--- src/rtl/mem_exec_unit.sv ---
// mem_exec_unit: load/store execution unit with a single outstanding request.
// It takes one memory op from the reservation station and computes the
// effective address. It then issues one data-memory request, aligns and
// extends the load data, and holds the result for the CDB/ROB writeback path.
//
// Ports:
//   clk, rst_n        clock (rising edge), asynchronous active-low reset
//   flush             pipeline flush; drops the op, drains any in-flight request
//   iss_*             issue handshake and operands from the mem reservation station
//   dmem_*            data-memory request (addr/masks/wdata) and response (rdata/resp)
//   wb_*              writeback result, held stable in DONE until wb_ready
module mem_exec_unit #(
   parameter int unsigned ROB_IDX_W = 5,
   parameter int unsigned ADDR_W    = 32
) (
   input  logic                 clk,
   input  logic                 rst_n,
   input  logic                 flush,
   input  logic                 iss_valid,
   output logic                 iss_ready,
   input  logic                 iss_is_store,
   input  logic [2:0]           iss_memop,
   input  logic [ADDR_W-1:0]    iss_base,
   input  logic [ADDR_W-1:0]    iss_imm,
   input  logic [ADDR_W-1:0]    iss_wdata,
   input  logic [ROB_IDX_W-1:0] iss_rob_idx,
   input  logic [4:0]           iss_rd_addr,
   output logic [ADDR_W-1:0]    dmem_addr,
   output logic [3:0]           dmem_rmask,
   output logic [3:0]           dmem_wmask,
   output logic [ADDR_W-1:0]    dmem_wdata,
   input  logic [ADDR_W-1:0]    dmem_rdata,
   input  logic                 dmem_resp,
   output logic                 wb_valid,
   input  logic                 wb_ready,
   output logic [ADDR_W-1:0]    wb_data,
   output logic [ROB_IDX_W-1:0] wb_rob_idx,
   output logic [4:0]           wb_rd_addr,
   output logic [ADDR_W-1:0]    wb_mem_addr,
   output logic [3:0]           wb_rmask,
   output logic [3:0]           wb_wmask,
   output logic [ADDR_W-1:0]    wb_rdata,
   output logic [ADDR_W-1:0]    wb_wdata,
   output logic                 wb_misaligned
);

   localparam int unsigned MASK_W = 4;
   localparam int unsigned REG_W  = 5;

   localparam logic [2:0] MOP_B  = 3'd1;
   localparam logic [2:0] MOP_BU = 3'd2;
   localparam logic [2:0] MOP_H  = 3'd3;
   localparam logic [2:0] MOP_HU = 3'd4;
   localparam logic [2:0] MOP_W  = 3'd5;

   typedef enum logic [2:0] {
      IDLE  = 3'd0,
      REQ   = 3'd1,
      WAIT  = 3'd2,
      DONE  = 3'd3,
      DRAIN = 3'd4
   } state_t;

   state_t state, state_n;

   // Latched op
   logic [ADDR_W-1:0]    ea_q;
   logic [2:0]           memop_q;
   logic                 is_store_q;
   logic [ROB_IDX_W-1:0] rob_q;
   logic [REG_W-1:0]     rd_q;
   logic [MASK_W-1:0]    rmask_q;
   logic [MASK_W-1:0]    wmask_q;
   logic [ADDR_W-1:0]    wdata_q;
   logic [ADDR_W-1:0]    rdata_q;
   logic                 mis_q;

   // Handshake-cycle decode
   logic                 hs_c;
   logic [ADDR_W-1:0]    ea_c;
   logic [1:0]           off_c;
   logic [MASK_W-1:0]    mask_c;
   logic                 mis_c;
   logic                 op_c;
   logic                 go_req_c;

   assign hs_c     = iss_valid & iss_ready & ~flush;
   assign ea_c     = iss_base + iss_imm;
   assign off_c    = ea_c[1:0];
   assign go_req_c = op_c & ~mis_c;

   // Access-size mask and misalignment; encodings 0, 6 and 7 are treated as no access
   always_comb begin
      mask_c = '0;
      mis_c  = 1'b0;
      op_c   = 1'b1;
      case (iss_memop)
         MOP_B, MOP_BU: mask_c = 4'b0001 << off_c;
         MOP_H, MOP_HU: begin
            mask_c = 4'b0011 << off_c;
            mis_c  = off_c[0];
         end
         MOP_W: begin
            mask_c = 4'b1111;
            mis_c  = (off_c != 2'b00);
         end
         default: op_c = 1'b0;
      endcase
      if (mis_c) mask_c = '0;
   end

   // State register
   always_ff @(posedge clk or negedge rst_n) begin
      if (!rst_n) state <= IDLE;
      else        state <= state_n;
   end

   // Next state. A request that has gone out is always drained before IDLE.
   always_comb begin
      state_n = state;
      case (state)
         IDLE:  if (hs_c) state_n = go_req_c ? REQ : DONE;
         REQ:   state_n = flush ? DRAIN : WAIT;
         WAIT: begin
            if (dmem_resp)  state_n = flush ? IDLE : DONE;
            else if (flush) state_n = DRAIN;
         end
         DONE:  if (flush || wb_ready) state_n = IDLE;
         DRAIN: if (dmem_resp) state_n = IDLE;
         default: state_n = IDLE;
      endcase
   end

   // Op capture at handshake; response capture in WAIT
   always_ff @(posedge clk or negedge rst_n) begin
      if (!rst_n) begin
         ea_q       <= '0;
         memop_q    <= '0;
         is_store_q <= 1'b0;
         rob_q      <= '0;
         rd_q       <= '0;
         rmask_q    <= '0;
         wmask_q    <= '0;
         wdata_q    <= '0;
         rdata_q    <= '0;
         mis_q      <= 1'b0;
      end else if (state == IDLE && hs_c) begin
         ea_q       <= ea_c;
         memop_q    <= iss_memop;
         is_store_q <= iss_is_store;
         rob_q      <= iss_rob_idx;
         rd_q       <= iss_rd_addr;
         rmask_q    <= iss_is_store ? '0 : mask_c;
         wmask_q    <= iss_is_store ? mask_c : '0;
         wdata_q    <= (iss_is_store && go_req_c) ? (iss_wdata << {off_c, 3'b000}) : '0;
         rdata_q    <= '0;
         mis_q      <= mis_c;
      end else if (state == WAIT && dmem_resp) begin
         rdata_q    <= dmem_rdata;
      end
   end

   // Load extract: shift the addressed lane down, then extend
   logic [15:0]       lane;
   logic [ADDR_W-1:0] ext;

   always_comb begin
      lane = 16'(rdata_q >> {ea_q[1:0], 3'b000});
      ext  = '0;
      case (memop_q)
         MOP_B:  ext = {{24{lane[7]}}, lane[7:0]};
         MOP_BU: ext = {24'd0, lane[7:0]};
         MOP_H:  ext = {{16{lane[15]}}, lane};
         MOP_HU: ext = {16'd0, lane};
         MOP_W:  ext = rdata_q;
         default: ext = '0;
      endcase
      if (is_store_q || mis_q) ext = '0;
   end

   // Outputs are decoded from the state register and latched fields only
   logic in_req, in_done;
   assign in_req  = (state == REQ);
   assign in_done = (state == DONE);

   assign iss_ready     = (state == IDLE);
   assign dmem_addr     = in_req ? {ea_q[ADDR_W-1:2], 2'b00} : '0;
   assign dmem_rmask    = in_req ? rmask_q : '0;
   assign dmem_wmask    = in_req ? wmask_q : '0;
   assign dmem_wdata    = in_req ? wdata_q : '0;

   assign wb_valid      = in_done;
   assign wb_data       = in_done ? ext     : '0;
   assign wb_rob_idx    = in_done ? rob_q   : '0;
   assign wb_rd_addr    = in_done ? rd_q    : '0;
   assign wb_mem_addr   = in_done ? ea_q    : '0;
   assign wb_rmask      = in_done ? rmask_q : '0;
   assign wb_wmask      = in_done ? wmask_q : '0;
   assign wb_rdata      = in_done ? rdata_q : '0;
   assign wb_wdata      = in_done ? wdata_q : '0;
   assign wb_misaligned = in_done & mis_q;

endmodule
--- config.mk ---
export PLATFORM = sky130hd
export DESIGN_NAME = mem_exec_unit
export DESIGN_NICKNAME = d
export VERILOG_FILES = /design/src/rtl/mem_exec_unit.sv
export SDC_FILE = /design/constraint.sdc
export NUM_CORES = 1
export LEC_CHECK = 0
export CORE_UTILIZATION = 25
export CTS_BUF_LIST = sky130_fd_sc_hd__clkbuf_4 sky130_fd_sc_hd__clkbuf_8
export DETAILED_ROUTE_END_ITERATION = 6
export SYNTH_ARGS = -nofsm -noshare
export SYNTH_HDL_FRONTEND = slang
export SYNTH_SLANG_ARGS = --single-unit
--- constraint.sdc ---
create_clock -name clk -period 2.4 [get_ports clk]
set_input_delay 0.36 -clock clk [delete_from_list [all_inputs] [get_ports clk]]
set_output_delay 0.36 -clock clk [all_outputs]
set_load 0.01 [all_outputs]
==> impl_results.md, run 1 <==
* Synth cell types at 58
* CP max stage cell: mux4_2
* Placed cell count at 2,037
* CP peak stage delay at 500 ps
* Yosys top cell by area: dfrtp_1
* RSZ-0062 raised after global routing: yes
* Yosys warning total at 0
* Hold Vio Cnt, Final at 0
* Critical path launch point type: flip-flop
* Clock buffer depth at 2
* Leakage at 7.61 nW
* Post-synth EDFFs at 0
* Hold Crit Class: input pin to flip-flop
* FF+latch area at 3060 sq um
* First-pass GRT wire length at 62,800 um
* Count leader, synth: nand2_1
* Largest net degree at the start of global routing at 87
* Worst setup path start: ea_q[0]
* Avg Synthesized Cell Area at 7.88 sq um
* Total Die Area at 36,900 sq um
* Initial antenna violation count at 7
* Flop and latch count out of synthesis at 122
* Final core occ at 43.1%
* Nets at 1,841
* CTS H-tree depth at 4
* Slew margin rel. at 59.0%
* IO buf count at 366
* Vias in the first global route at 10,400
* Worst R2R Path Depth at 8
* Final period util at 113%
* WP data required at 2040 ps
* Initial core utilization at 25.4%
* DR vias/cell at 5.05
* Sequential element share of the synthesized area at 33.8%
* Fin cells at 2,136
* Crit. End Element: output port
* Failing checks: negative setup slack
* Worst VDD drop at 0.444 mV
* Worst-Margin Slew at 613 ps
* Worst r2r src: state[2]
* Worst setup path endpoint: wb_data[17]
* GRT Total Usage at 22.7%
* Clock latency on the worst-skew pair at 440 ps
* Max_cap viols at 0
* Num CTS Buffers at 17
* Area share of xor/xnor cells in the synthesized design at 2.52%
* Skew final at 18.3 ps
* DR pass1 iterations at 5
* Final min period at 2710 ps
* Mapped Area at 9030 sq um
* GR Overflow Total at 0
* Final setup viols at 47
* Critical path class: flip-flop to output port
* Outcome: complete, but fails checks
* CTS tree: yes
* Critical Path AT at 2350 ps
* Ratio of cells with drive above 1 in the final layout at 31.5%
* Multi-input gate area in the final layout at 5880 sq um
* Drt drc at 0
* Area share of fa/ha/maj cells after synthesis at 4.52%
* Simple-gate share of the synthesized area at 29.8%
* Slack of the critical path at -308 ps
* CTS root buf: clkbuf_8
* FMAX at 369 MHz
* Primary FF master, synth: dfrtp_1
* Critical Path Fanout Max at 8
* Fin Setup TNS at -7690 ps
* Drt initial violations at 752
* Max-slew violations at 0
* Top cells by area, synth: dfrtp_1, nand2_1, and3_1
* CP Cell Sequence: buf_12 -> mux4_2 -> mux2_2 -> nand3b_1 -> buf_6 -> a21oi_1 -> buf_2
* Die Span X at 192 um
* Multiplexer area fraction after synthesis at 6.22%
* Share of the synthesized area in the top cell type at 33.8%
* Fill cell count at 3,567
* Compound-Gate Fraction of Synth Area at 18.6%
* R2R setup slack at 200 ps
* # IOs at 369
* Drt wl/cell at 21.1 um
* Vias at 10,800
* P&R area growth vs syn at 69.8%
* Core area at 35,600 sq um
* DRT antenna net count at 0
* Most frequent cells after synthesis: nand2_1, dfrtp_1, and3_1, a21oi_1, o21ai_0
* DP Wirelength at 28,700 um
* Reg-to-Reg End: wmask_q[2]
* Worst hold slack at 443 ps
* Post-synth ARST share at 100%
* Power Dens Cells at 857 nW/um^2
* RePlAce Congestion at 0.933
* Rows at 69
* Synth Instances at 1,145
* Clock sinks at 122
* Final wirelength at 45,000 um
* Largest family of logic cells by synthesized area: simple AND/OR/NAND/NOR gates
* Reg clk slew, reported paths at 80 ps
* Die Ht at 192 um
==> where the power goes <==
| group | switching (mW) | leakage, nW | total (mW) | internal [mW] |
|---|---|---|---|---|
| logic | 3.81 | 5.85 | 7.76 | 3.95 |
| registers | 0.780 | 1.60 | 3.64 | 2.86 |
| clock network | 0.995 | 0.172 | 1.74 | 0.746 |
| total | 5.59 | 7.61 | 13.1 | 7.55 |
==> critical path: cells and delay by family (launching register included) <==
family          cells  cell delay [ps]
compound gates      1               90
buf+inv             3              450
flops               1              420
mux                 2              770
simple gates        1              180
==> sequential cells by signal, summed over array words and instances (netlist names) <==
name and flops:
rmask_q 4, wmask_q 4, mis_q 1, rd_q 5
rdata_q 32, wdata_q 32, memop_q 3, is_store_q 1
ea_q 32, rob_q 5, state 3
==> per-layer routing <==
| layer | global-route usage (%) | share of wire, % |
|---|---|---|
| met1 | 29.0 | 42 |
| met2 | 39.0 | 49 |
| met3 | 3.60 | 6.9 |
| met4 | 7.12 | 2.4 |
| met5 | 0 | 0 |
==> area by class of cell <==
cell class	instances	area share, %
diodes	1	0.0163
clock buffers	18	1.58
clock inverters	14	0.735
flip-flops and latches	122	20.0
inverters	10	0.245
well taps	461	3.76
multi-input cells	922	38.4
repair buffers	588	35.3
==> how the worst min path moves through the flow <==
| stage | depth (start not counted) | to | slack, ps | from |
|---|---|---|---|---|
| 2_1_floorplan | 0 | ea_q[0] | 60 | rst_n |
| 3_3_place_gp | 1 | rdata_q[22] | 390 | rst_n |
| 3_5_place_dp | 1 | rdata_q[22] | 390 | rst_n |
| 4_1_cts | 3 | rob_q[1] | 400 | iss_rob_idx[1] |
| 5_1_grt | 3 | rob_q[1] | 430 | iss_rob_idx[1] |
| 6_report | 3 | rob_q[1] | 440 | iss_rob_idx[1] |
==> placed cells by master, fill, tap and decap left out, types with 13 or more instances in the layout <==
cell type          n
nand2_1          230
buf_4            157
clkdlybuf4s50_1  144
dfrtp_1          118
and3_1           113
a21oi_1          101
buf_2             81
clkbuf_2          68
o21ai_0           67
and2_1            51
nor2_1            44
buf_6             44
ha_1              29
mux2i_1           28
and2_4            23
dlygate4sd2_1     23
clkbuf_8          17
xor2_1            15
clkdlybuf4s15_1   15
nor2b_1           14
buf_12            14
nand3_1           13
buf_16            13
==> stage by stage <==
stage	power [mW]	setup WS (ps)	area [sq um]
finish	13.1	-308	15300
global route	13.8	-360	15300
CTS	12.4	-325	15100
detailed placement	9.08	-646	14200
global placement	8.97	-623	14200
floorplan	6.20	10.7	9040
==> what timing repair did <==
action | CTS | global route
cloned | 17 | 8
setup endpoints to repair | 243 | 210
setup buffers | 29 | 15
hold buffers | 1 | 0
resized for setup | 598 | 264
endpoints found under the hold margin | 54 | 0
pin swaps | 20 | 31
==> kinds of logic after synthesis <==
family          after synthesis
compound gates              277
flops                       122
mux                          45
fa+ha+maj                    32
other cells                   1
buf+inv                     102
xor+xnor                     26
simple gates                540
Note: power is estimated with default switching activity, not from simulation.
==> run 2: changes to the inputs <==
Settings changed: CORE_UTILIZATION 25 to 45, GPL_ROUTABILITY_DRIVEN set to 0, PLACE_DENSITY set to 0.83.
==> run 2 against run 1 <==
Global-route usage is 16 points higher. Clock skew down 5.8 ps. Core utilization up 31 points. Setup slack lost 70 ps. Sequential share of layout area up 1.0 points. Largest power group unchanged. First-iteration DRC count grew 24%. Final cell count is 11% lower. Largest cell class unchanged. The run still ends with negative setup slack left. Cell area down 5.0%. Power is 5.3% lower.
==> impl_results.md, run 2 (same netlist as run 1, synthesis figures left out) <==
* Final total power at 12.4 mW
* DRT antenna net count at 0
* Critical Path AT at 2420 ps
* Num CTS Buffers at 17
* Worst VDD drop at 0.597 mV
* Reg clk slew, reported paths at 70 ps
* Critical path class: flip-flop to output port
* Placed cell count at 1,823
* Total Die Area at 20,600 sq um
* Die Span X at 144 um
* FMAX at 360 MHz
* Drt drc at 0
* P&R area growth vs syn at 61.3%
* Final wirelength at 41,600 um
* Nets at 1,814
* CP max stage cell: mux4_2
* Slack of the critical path at -378 ps
* Most frequent cells in the layout: nand2_1, buf_4, clkdlybuf4s50_1
* Hold Vio Cnt, Final at 0
* Clock latency on the worst-skew pair at 450 ps
* Fin Setup TNS at -8460 ps
* Max-slew violations at 0
* Vias at 11,300
* Largest net degree at the start of global routing at 75
* Fill cell count at 1,477
* Inserted Diodes at 0
* Failing checks: negative setup slack
* Crit-path most repeated cell: buf_6
* GR Overflow Total at 0
* Commonest non-fill, non-tap cell in the layout: nand2_1
* Final period util at 116%
* Initial antenna violation count at 3
* CTS H-tree depth at 4
* CP Cell Sequence: buf_12 -> mux4_2 -> mux2_4 -> nand3b_1 -> buf_6 -> buf_6 -> a21oi_2 -> buf_2
* DR vias/cell at 5.90
* Leakage at 7.52 nW
* Ratio of cells with drive above 1 in the final layout at 24.6%
* CTS root buf: clkbuf_8
* Core area at 19,600 sq um
* Slew margin rel. at 62.9%
* RSZ-0062 raised after global routing: yes
* Clock buffer depth at 2
* CTS tree: yes
* Initial core utilization at 46.1%
* Power Dens Cells at 854 nW/um^2
* CP peak stage delay at 520 ps
* GRT Total Usage at 38.5%
* Hold Crit Class: input pin to flip-flop
* Skew final at 12.5 ps
* WP data required at 2040 ps
* Die Ht at 144 um
* Biggest regs: ea_q: 32 flops, rdata_q: 32 flops, wdata_q: 32 flops
* Clock sinks at 122
* Critical Path Fanout Max at 7
* Crit. End Element: output port
* Critical path launch point type: flip-flop
* IO buf count at 366
* Final min period at 2780 ps
* Rows at 51
* Drt initial violations at 933
* Multi-input gate area in the final layout at 5790 sq um
* Outcome: complete, but fails checks
* FF+latch area at 3060 sq um
* First-pass GRT wire length at 59,600 um
* DP Wirelength at 26,500 um
* Drt wl/cell at 21.8 um
* Vias in the first global route at 10,800
* Max_cap viols at 0
* DR pass1 iterations at 6
* # IOs at 369
* Final setup viols at 33
* Fin cells at 1,910
* Worst-Margin Slew at 556 ps
==> run 2: what timing repair did <==
action | CTS | global route
pin swaps | 8 | 26
endpoints found under the setup margin | 246 | 203
hold endpoints to repair | 36 | 0
cloned | 10 | 4
gates resized for setup | 365 | 234
hold buffers | 1 | 0
setup buffers | 27 | 18
==> run 2: worst max-delay path, delay by kind of cell, from the launching register on <==
kind | cells | cell delay (ps)
muxes | 2 | 800
and+or+nand+nor | 1 | 180
buffers and inverters | 4 | 550
AOI/OAI and AO/OA | 1 | 40
DFF | 1 | 390
==> run 2: where the power goes <==
part / switching [mW] / total, mW / internal [mW]
Sequential: 0.857 / 3.71 / 2.86
Clock: 0.839 / 1.85 / 1.01
Combinational: 3.60 / 6.87 / 3.27
Total: 5.30 / 12.4 / 7.14
==> run 2: through the flow <==
| stage | util [%] | cell area, sq um | hold slack (ps) | setup WS [ps] |
|---|---|---|---|---|
| 2_1_floorplan | - | 9040 | 64.4 | 10.7 |
| 4_1_cts | 74.2 | 14500 | 427 | -374 |
| 5_1_grt | 74.3 | 14600 | 435 | -449 |
| 6_report | 74.3 | 14600 | 448 | -378 |
| 3_3_place_gp | 70.6 | 13800 | 384 | -596 |
| 3_5_place_dp | 70.6 | 13800 | 380 | -728 |
==> run 2: worst paths after layout <==
kind / start / endpoint / slack [ps] / cells past startpoint
max: ea_q[0] / wb_data[20] / -380 / 8
min: iss_rd_addr[1] / rd_q[1] / 450 / 3
max reg2reg: state[0] / rdata_q[5] / 280 / 6
min reg2reg: rob_q[3] / rob_q[3] / 470 / 2
max in group asynchronous: rst_n / rdata_q[2] / 1190 / 3
min in group asynchronous: rst_n / ea_q[22] / 460 / 2
==> run 2: cell type report <==
type                       instances  area share [%]
multi-input combinational        922            39.8
timing repair buffer             561            34.1
sequential                       122            21.0
tap                              265            2.28
clock buffer                      22            1.99
clock inverter                     8           0.653
inverter                          10           0.258
==> run 2: metal layers <==
layer  GRT usage (%)  vias up  part of all wire (%)
li1                -     4991                     -
met1            45.8     5338                    37
met4            23.1        2                   5.8
met3            9.40      162                    10
met2            63.1      774                    47
met5               0        -                 0.019
